===== src/rtl/fadd_stream_ctrl_if.sv =====
// Signal bundle between the stream front-end and its surroundings: operand
// input channel, adder issue/result port and result output channel.
interface fadd_stream_ctrl_if;
  logic        in_valid;
  logic        in_ready;
  logic [31:0] in_a;
  logic [31:0] in_b;
  logic        in_op;

  logic [31:0] add_a;
  logic [31:0] add_b;
  logic        add_op;
  logic        add_valid;
  logic [31:0] add_result;

  logic        out_valid;
  logic        out_ready;
  logic [31:0] out_data;

  // Controller side.
  modport slave (
    input  in_valid, in_a, in_b, in_op, add_result, out_ready,
    output in_ready, add_a, add_b, add_op, add_valid, out_valid, out_data
  );

  // Environment side: operand producer, adder and result consumer.
  modport master (
    output in_valid, in_a, in_b, in_op, add_result, out_ready,
    input  in_ready, add_a, add_b, add_op, add_valid, out_valid, out_data
  );
endinterface


===== src/rtl/fadd_stream_ctrl.sv =====
// Ready/valid front-end for a fixed-latency FP adder: issues operand pairs,
// captures results into a credit-protected FIFO and returns them in order.
module fadd_stream_ctrl #(
  parameter int unsigned LATENCY    = 4,
  parameter int unsigned FIFO_DEPTH = 8
) (
  input  logic                clk,
  input  logic                rst,
  fadd_stream_ctrl_if.slave   bus,
  output logic [3:0]          inflight
);

  localparam int unsigned AW = $clog2(FIFO_DEPTH);
  localparam int unsigned CW = $clog2(FIFO_DEPTH + 1);
  localparam logic [CW:0] DEPTH_C = FIFO_DEPTH[CW:0];

  logic [31:0]        add_a_q, add_a_d;
  logic [31:0]        add_b_q, add_b_d;
  logic               add_op_q, add_op_d;
  logic               add_valid_q, add_valid_d;
  logic [LATENCY-1:0] vld_q, vld_d;
  logic [LATENCY:0]   vld_ext;
  logic [CW-1:0]      inflight_q, inflight_d;
  logic [CW-1:0]      count_q, count_d;
  logic [AW-1:0]      wptr_q, wptr_d;
  logic [AW-1:0]      rptr_q, rptr_d;
  logic [31:0]        mem_q [FIFO_DEPTH];

  logic issue;
  logic capture;
  logic pop;
  logic credit_ok;

  // Credit covers both results still in the adder and results already buffered,
  // so every capture is guaranteed a free FIFO slot.
  always_comb begin
    credit_ok = ({1'b0, inflight_q} + {1'b0, count_q}) < DEPTH_C;
  end

  assign bus.in_ready  = rst && credit_ok;
  assign bus.out_valid = rst && (count_q != '0);
  assign bus.out_data  = mem_q[rptr_q];
  assign bus.add_a     = add_a_q;
  assign bus.add_b     = add_b_q;
  assign bus.add_op    = add_op_q;
  assign bus.add_valid = add_valid_q;
  assign inflight      = 4'(inflight_q);

  assign issue   = bus.in_valid && bus.in_ready;
  assign pop     = bus.out_valid && bus.out_ready;
  assign vld_ext = {vld_q, add_valid_q};
  assign capture = vld_ext[LATENCY];

  always_comb begin
    add_valid_d = issue;
    add_a_d     = issue ? bus.in_a  : '0;
    add_b_d     = issue ? bus.in_b  : '0;
    add_op_d    = issue ? bus.in_op : 1'b0;
    vld_d       = vld_ext[LATENCY-1:0];
  end

  always_comb begin
    inflight_d = inflight_q;
    unique case ({issue, capture})
      2'b10:   inflight_d = inflight_q + CW'(1);
      2'b01:   inflight_d = inflight_q - CW'(1);
      default: inflight_d = inflight_q;
    endcase
  end

  always_comb begin
    count_d = count_q;
    unique case ({capture, pop})
      2'b10:   count_d = count_q + CW'(1);
      2'b01:   count_d = count_q - CW'(1);
      default: count_d = count_q;
    endcase
    wptr_d = capture ? wptr_q + AW'(1) : wptr_q;
    rptr_d = pop     ? rptr_q + AW'(1) : rptr_q;
  end

  always_ff @(posedge clk) begin
    if (!rst) begin
      add_a_q     <= '0;
      add_b_q     <= '0;
      add_op_q    <= 1'b0;
      add_valid_q <= 1'b0;
      vld_q       <= '0;
      inflight_q  <= '0;
      count_q     <= '0;
      wptr_q      <= '0;
      rptr_q      <= '0;
    end else begin
      add_a_q     <= add_a_d;
      add_b_q     <= add_b_d;
      add_op_q    <= add_op_d;
      add_valid_q <= add_valid_d;
      vld_q       <= vld_d;
      inflight_q  <= inflight_d;
      count_q     <= count_d;
      wptr_q      <= wptr_d;
      rptr_q      <= rptr_d;
    end
  end

  // Storage needs no reset: pointers and count define which entries are live.
  always_ff @(posedge clk) begin
    if (capture) begin
      mem_q[wptr_q] <= bus.add_result;
    end
  end

endmodule


===== src/flat_wrapper.sv =====
// flat-port wrapper written by rule: the top's interface ports become plain ports
module fadd_stream_ctrl_flat 
#(
  parameter int unsigned LATENCY    = 4,
  parameter int unsigned FIFO_DEPTH = 8
)
  (clk, rst, inflight, bus_in_valid, bus_in_a, bus_in_b, bus_in_op, bus_add_result, bus_out_ready, bus_in_ready, bus_add_a, bus_add_b, bus_add_op, bus_add_valid, bus_out_valid, bus_out_data);
  fadd_stream_ctrl_if bus_i ();
  input  logic clk;
  input  logic rst;
  output logic [3:0] inflight;
  input wire logic [$bits(bus_i.in_valid)-1:0] bus_in_valid;
  input wire logic [$bits(bus_i.in_a)-1:0] bus_in_a;
  input wire logic [$bits(bus_i.in_b)-1:0] bus_in_b;
  input wire logic [$bits(bus_i.in_op)-1:0] bus_in_op;
  input wire logic [$bits(bus_i.add_result)-1:0] bus_add_result;
  input wire logic [$bits(bus_i.out_ready)-1:0] bus_out_ready;
  output wire logic [$bits(bus_i.in_ready)-1:0] bus_in_ready;
  output wire logic [$bits(bus_i.add_a)-1:0] bus_add_a;
  output wire logic [$bits(bus_i.add_b)-1:0] bus_add_b;
  output wire logic [$bits(bus_i.add_op)-1:0] bus_add_op;
  output wire logic [$bits(bus_i.add_valid)-1:0] bus_add_valid;
  output wire logic [$bits(bus_i.out_valid)-1:0] bus_out_valid;
  output wire logic [$bits(bus_i.out_data)-1:0] bus_out_data;
  assign bus_i.in_valid = bus_in_valid;
  assign bus_i.in_a = bus_in_a;
  assign bus_i.in_b = bus_in_b;
  assign bus_i.in_op = bus_in_op;
  assign bus_i.add_result = bus_add_result;
  assign bus_i.out_ready = bus_out_ready;
  assign bus_in_ready = bus_i.in_ready;
  assign bus_add_a = bus_i.add_a;
  assign bus_add_b = bus_i.add_b;
  assign bus_add_op = bus_i.add_op;
  assign bus_add_valid = bus_i.add_valid;
  assign bus_out_valid = bus_i.out_valid;
  assign bus_out_data = bus_i.out_data;
  fadd_stream_ctrl #(.LATENCY(LATENCY), .FIFO_DEPTH(FIFO_DEPTH)) u_core (.clk(clk), .rst(rst), .bus(bus_i), .inflight(inflight));
endmodule

===== config.mk =====
export PLATFORM = sky130hd
export DESIGN_NAME = fadd_stream_ctrl_flat
export DESIGN_NICKNAME = d
export VERILOG_FILES = /design/src/rtl/fadd_stream_ctrl_if.sv /design/src/rtl/fadd_stream_ctrl.sv /design/src/flat_wrapper.sv
export SDC_FILE = /design/constraint.sdc
export NUM_CORES = 1
export LEC_CHECK = 0
export CAP_MARGIN = 15
export CELL_PAD_IN_SITES_DETAIL_PLACEMENT = 0
export CELL_PAD_IN_SITES_GLOBAL_PLACEMENT = 1
export CORE_ASPECT_RATIO = 0.75
export CORE_UTILIZATION = 25
export DETAILED_ROUTE_END_ITERATION = 6
export GPL_TIMING_DRIVEN = 0
export PLACE_DENSITY = 0.53
export SLEW_MARGIN = 20
export SYNTH_ARGS = -nofsm -noshare
export SYNTH_HDL_FRONTEND = slang
export SYNTH_SLANG_ARGS = --single-unit

===== constraint.sdc =====
create_clock -name clk -period 8.64 [get_ports clk]
set_input_delay 1.296 -clock clk [delete_from_list [all_inputs] [get_ports clk]]
set_output_delay 1.296 -clock clk [all_outputs]
set_load 0.1 [all_outputs]

==> flow_summary_export.csv, run 1 <==
group,metric,value,unit
pwr,total_power,3.51,mW
floorplan,core_area,0.0490,mm²
pwr,power.density,209,mW/mm²
setup_path,reg2reg_slack,5.42,ns
setup_path,setup.worst_path.end,"bus_in_ready",
floorplan,rows,70,
global_route,gr-total-overflow,0,
finish,layout.cells.non_filler,1569,
setup_path,reg2reg_to,"u_core.inflight[3]",
detailed_routing,first_pass_iters,4,
setup_path,path_class,"input port to output pin",
clock_tree,cts_hold_buf,0,
outcome,status,"complete, no violations",
setup_path,critPathLaunch,"rst",
detailed_routing,vias,6564,
timing,setup_viol,0,
clock_tree,cts_tree,"done",
synthesis,synth_seq_area_share,75.7,%
timing,slew_violations,0,
timing,tightest_slew,1.17,ns
setup_path,cp_max_fo,10,
global_route,global_route.usage.total,11.9,%
clock_tree,clk_pin_slew,0.06,ns
timing,fmax,186,MHz
finish,fin_util,34.2,%
synthesis,synthCells,633,
global_route,grt_pass1_vias,7156,
setup_path,start_kind,"input port",
finish,mostFrequentLayoutCells,"256 x edfxtp_1, 203 x clkdlybuf4s50_1, 87 x dfxtp_1, 65 x and3_1, 64 x mux4_2",
clock_tree,cts.sink_count,343,
global_route,grt_start_max_net_pins,19,
synthesis,synthTopCellsByArea,"edfxtp_1 62%, dfxtp_1 14%, mux4_2 12%",
setup_path,r2r_start,"u_core.inflight[3]",
timing,worst_slew_margin_rel,22.0,%
finish,drive_above_1_share,20.7,%
clock_tree,cts_root_buffer,"clkbuf_16",
detailed_routing,wl,29.9,mm
finish,nets,1008,
placed_design,dp.cells,1502,
floorplan,io_pins,205,
hold_path,holdPathStages,1,
finish,final_common_cell,"edfxtp_1",
clock_tree,clk_latency,0.52,ns
synthesis,ys_types,31,
timing,rsz0062_at_grt,"no",
timing,final.period_utilization,62.2,%
synthesis,ys_seq_elements,343,
setup_path,slowest_delay,1.18,ns
detailed_routing,postRouteAntennaNets,0,
timing,finalHoldViolCount,0,
setup_path,cp_data_arrival_time,4.08,ns
floorplan,chipHeight,195,µm
floorplan,chipWidth,260,µm
detailed_routing,wl_per_cell,19.0,µm
timing,clock-skew-final,0.0159,ns
synthesis,yosysTopAreaCell,"edfxtp_1",
synthesis,yosys_warnings,0,
setup_path,rr_worst_depth,12,
global_route,antenna_found_initial,0,
clock_tree,cts_resized,0,
clock_tree,post_cts_buffers,0,
setup_path,cp-end-kind,"output pin",
finish,syn2layout_area_growth,34.5,%
clock_tree,clockBufferDepth,3,
detailed_routing,vias_per_cell,4.18,
detailed_routing,first_iter_violations,212,
floorplan,start_util,25.5,%
setup_path,cp_common_cell,"clkdlybuf4s50_1",
synthesis,syn_area_per_cell,19.7,µm²
placed_design,port_buffers,203,
timing,post-route-min-period,5.37,ns
setup_path,crit_slowest_cell,"clkdlybuf4s50_1",
setup_path,crit_chain,"clkdlybuf4s50_1 > or4b_1 > a21oi_2 > buf_2 > clkdlybuf4s50_1",
placed_design,gp_congestion,0.698,
synthesis,syn_nets,747,
floorplan,fp.dieArea,0.0508,mm²
pwr,leakagePower,5.69,nW
synthesis,synth.top_cell.area_share,61.7,%
timing,setup-tns-final,0,ns
finish,n_antenna_cell,0,
placed_design,dpl.hpwl,20.0,mm
clock_tree,ctsHtreeMaxLevel,2,
clock_tree,cts_made_buffers,38,
global_route,grt_pass1_wl,45.0,mm
pwr,vdd.ir_drop.worst,0.143,mV
detailed_routing,drc_errors,0,
hold_path,hp-class,"flip-flop to flip-flop",
setup_path,worstPathRequired,7.34,ns
synthesis,netlist_area,0.0125,mm²
run,cap_viol_max_count,0,
power by group:
group | switching (mW) | leakage, nW | internal (mW)
clock network | 0.642 | 0.541 | 0.839
registers | 0.00535 | 3.01 | 1.78
logic | 0.160 | 2.13 | 0.0802
total | 0.807 | 5.69 | 2.70
sequential cells by signal, summed over array words and instances (netlist names), named ones only:
| name | count |
|---|---|
| u_core.mem_q | 256 |
| u_core.bus.add_a | 32 |
| u_core.bus.add_b | 32 |
| u_core.count_q | 4 |
| u_core.inflight | 4 |
| u_core.vld_q | 4 |
| u_core.rptr_q | 3 |
| u_core.wptr_q | 3 |
| u_core.bus.add_op | 1 |
| u_core.bus.add_valid | 1 |
worst min-delay path by stage:
stage,from,to,slack (ns)
after floorplan,u_core.vld_q[0],u_core.vld_q[1],0.41
after global placement,u_core.vld_q[2],u_core.vld_q[3],0.41
after detailed placement,u_core.vld_q[0],u_core.vld_q[1],0.42
after CTS,u_core.vld_q[0],u_core.vld_q[1],0.43
after global routing,u_core.vld_q[0],u_core.vld_q[1],0.46
final,u_core.vld_q[0],u_core.vld_q[1],0.43
per-stage QoR:
stage / setup WS [ns] / hold slack [ns] / cell area [µm²]
floorplan: 4.82 / 0.412 / 12500
global placement: 2.62 / 0.414 / 15300
detailed placement: 3.23 / 0.419 / 15600
CTS: 3.21 / 0.433 / 16800
global route: 3.13 / 0.461 / 16800
finish: 3.27 / 0.431 / 16800
cell type report:
| type | instances | area, µm² |
|---|---|---|
| inverter | 8 | 30.0 |
| tap | 648 | 811 |
| sequential | 343 | 9430 |
| clock inverter | 18 | 104 |
| clock buffer | 49 | 1020 |
| buffer | 35 | 178 |
| timing repair buffer | 221 | 2310 |
| fill | 4643 | 32200 |
| multi-input combinational | 247 | 2880 |
cells by family (layout without fill, tap and decap cells):
logic type | count (synthesis) | in the layout | share of synthesized area, %
compound gates | 13 | 13 | 0.693
xor+xnor | 6 | 6 | 0.422
fa+ha+maj | 13 | 13 | 1.43
buf+inv | 43 | 331 | 1.67
flops | 343 | 343 | 75.7
mux | 102 | 102 | 14.9
simple gates | 113 | 113 | 5.20
critical path: cells and delay by family:
kind,cells,cell delay (ns)
buffers and inverters,3,2.04
and+or+nand+nor,1,0.47
AOI/OAI and AO/OA,1,0.26
per-layer routing:
layer,share of wire (%),vias up,GRT usage (%)
met5,0,-,0
met4,1.8,0,2.81
met3,8.3,42,4.50
met2,46,219,19.2
met1,44,3287,15.1
li1,-,3016,-
synthesized netlist by cell type:
library cell,instances
a21oi_1,2
buf_1,1
mux2i_1,6
buf_2,7
nor2b_1,1
or4b_1,1
and3_1,65
xnor2_1,3
nand2b_1,5
nand2_1,14
nor3_1,2
buf_6,4
mux4_2,64
a21boi_0,1
a21o_1,2
edfxtp_1,256
mux2_2,32
o41a_1,1
dfxtp_1,87
clkbuf_2,3
a31o_2,1
o21ai_0,5
inv_1,8
and2_1,15
clkbuf_1,19
xor2_1,3
ha_1,11
fa_1,2
nor2_1,10
a21oi_2,1
buf_4,1
Power figures use the tool's default switching activity.
==> inputs of run 2 (changes only) <==
--- a/config.mk
+++ b/config.mk
@@ -12,7 +12,7 @@
 export CORE_UTILIZATION = 25
 export DETAILED_ROUTE_END_ITERATION = 6
 export GPL_TIMING_DRIVEN = 0
-export PLACE_DENSITY = 0.53
+export PLACE_DENSITY = 0.55
 export SLEW_MARGIN = 20
 export SYNTH_ARGS = -nofsm -noshare
 export SYNTH_HDL_FRONTEND = slang
==> constraint.sdc (replaced) <==
create_clock -name clk -period 4.4 [get_ports clk]
set_input_delay 0.66 -clock clk [delete_from_list [all_inputs] [get_ports clk]]
set_output_delay 0.66 -clock clk [all_outputs]
set_load 0.1 [all_outputs]
==> flow_summary_export.csv, run 2 (synthesis gave the netlist of run 1 again) <==
group,metric,value,unit
setup_path,crit_chain,"clkbuf_2 > clkbuf_1 > mux4_2 > mux2_2 > clkdlybuf4s50_1",
setup_path,worstPathRequired,3.74,ns
global_route,grt_pass1_vias,7179,
run,cap_viol_max_count,0,
finish,drive_above_1_share,20.5,%
global_route,gr-total-overflow,0,
timing,slew_violations,0,
timing,setup_viol,0,
placed_design,gp_congestion,0.763,
finish,design_area,0.0168,mm²
finish,regArea,0.00943,mm²
floorplan,rows,70,
finish,final_common_cell,"edfxtp_1",
timing,tightest_slew,1.10,ns
global_route,antenna_found_initial,3,
detailed_routing,first_pass_iters,4,
setup_path,start_kind,"flip-flop",
setup_path,slowest_delay,1.01,ns
detailed_routing,wl_per_cell,19.4,µm
clock_tree,cts_hold_buf,0,
timing,final.period_utilization,95.3,%
setup_path,path_class,"flip-flop to output pin",
clock_tree,cts_made_buffers,37,
timing,rsz0062_at_grt,"no",
finish,regMostFlops,"u_core.mem_q",
placed_design,port_buffers,203,
placed_design,dpl_cell_area,0.0157,mm²
setup_path,cp_max_fo,10,
detailed_routing,first_iter_violations,300,
clock_tree,cts_resized,0,
global_route,grt_pass1_wl,45.9,mm
floorplan,fp.dieArea,0.0508,mm²
detailed_routing,wl,30.5,mm
finish,syn2layout_area_growth,34.7,%
detailed_routing,drc_errors,0,
pwr,total_power,6.92,mW
hold_path,hp-class,"flip-flop to flip-flop",
clock_tree,post_cts_buffers,0,
floorplan,chipHeight,195,µm
timing,worst_slew_margin_rel,26.5,%
placed_design,dpl.hpwl,20.0,mm
floorplan,start_util,25.5,%
setup_path,cp_data_arrival_time,3.53,ns
pwr,vdd.ir_drop.worst,0.287,mV
finish,mostFrequentLayoutCells,"256 x edfxtp_1, 202 x clkdlybuf4s50_1, 87 x dfxtp_1, 65 x and3_1, 64 x mux4_2",
finish,n_fill_cell,4633,
detailed_routing,vias_per_cell,4.23,
clock_tree,cts.sink_count,343,
clock_tree,cts_tree,"done",
timing,fmax,239,MHz
global_route,grt_start_max_net_pins,19,
finish,multiInputGateArea,0.00288,mm²
floorplan,io_pins,205,
timing,hold_slack,0.431,ns
finish,nets,1008,
pwr,power.density,413,mW/mm²
finish,largest_reg_flops,256,
setup_path,worst-path-buf-inv,3,
clock_tree,ctsHtreeMaxLevel,2,
detailed_routing,vias,6645,
floorplan,chipWidth,260,µm
setup_path,crit_slowest_cell,"clkdlybuf4s50_1",
setup_path,cp_top_family,"buffers and inverters",
timing,clock-skew-final,0.0161,ns
timing,finalHoldViolCount,0,
global_route,global_route.usage.total,12.2,%
pwr,leakagePower,5.70,nW
clock_tree,clk_latency,0.53,ns
clock_tree,clockBufferDepth,3,
detailed_routing,postRouteAntennaNets,0,
setup_path,cp-end-kind,"output pin",
outcome,status,"complete, no violations",
timing,setup-tns-final,0,ns
floorplan,core_area,0.0490,mm²
clock_tree,cts_root_buffer,"clkbuf_16",
timing,post-route-min-period,4.19,ns
clock_tree,clk_pin_slew,0.06,ns
## run 2: cell types whose count changed in the layout (fill, tap and decap cells not counted), sizes merged, moves of 2 or more
cell	change
clkbuf	+2
bufinv	+2
clkinvlp	-3
clkinv	-3
## run 2: area by class of cell
cell class | count | area share (%)
Antenna cell | 1 | 0.0149
Buffer | 35 | 1.06
Clock buffer | 51 | 5.89
Clock inverter | 15 | 0.798
Inverter | 8 | 0.179
Multi-Input combinational cell | 247 | 17.2
Sequential cell | 343 | 56.2
Tap cell | 648 | 4.83
Timing Repair Buffer | 222 | 13.9
## run 2: worst reg2reg max path: stages (launching register included)
cell and delay [ns]:
dfxtp_1 0.34, ha_1 0.29, or4b_1 0.54, a21oi_2 0.33
buf_6 0.21, and2_1 0.16, inv_1 0.05, ha_1 0.22
ha_1 0.28, a21o_1 0.18, a21oi_1 0.17, mux2i_1 0.25
mux2i_1 0.20
## run 2: routing by layer
metal / share of wire, % / vias to the layer above / global-route usage, %
li1: - / 3021 / -
met1: 42 / 3316 / 15.9
met2: 45 / 249 / 18.8
met3: 10 / 53 / 5.08
met4: 1.8 / 6 / 3.09
met5: 0.13 / - / 0
## run 2: worst paths after layout
check,startpoint,to,slack (ns),cells after the start
max,flip-flop,bus_out_data[10],0.21,5
min,u_core.vld_q[1],u_core.vld_q[2],0.43,1
max reg2reg,u_core.inflight[3],u_core.inflight[3],1.12,12
min reg2reg,u_core.vld_q[1],u_core.vld_q[2],0.43,1
## run 2: power by group
group	leakage, nW	switching (mW)	internal (mW)
Sequential	3.01	0.0105	3.50
Clock	0.546	1.25	1.70
Combinational	2.15	0.314	0.158
## run 2: through the flow
stage / utilization [%] / worst slack [ns] / instances
after CTS: 34.3 / 0.0871 / 1569
after global routing: 34.3 / 0.0464 / 1569
after detailed placement: 32.0 / 0.238 / 1503
final: 34.3 / 0.208 / 1570
after global placement: 31.3 / -1.83 / 1484
after floorplan: - / 0.784 / 633
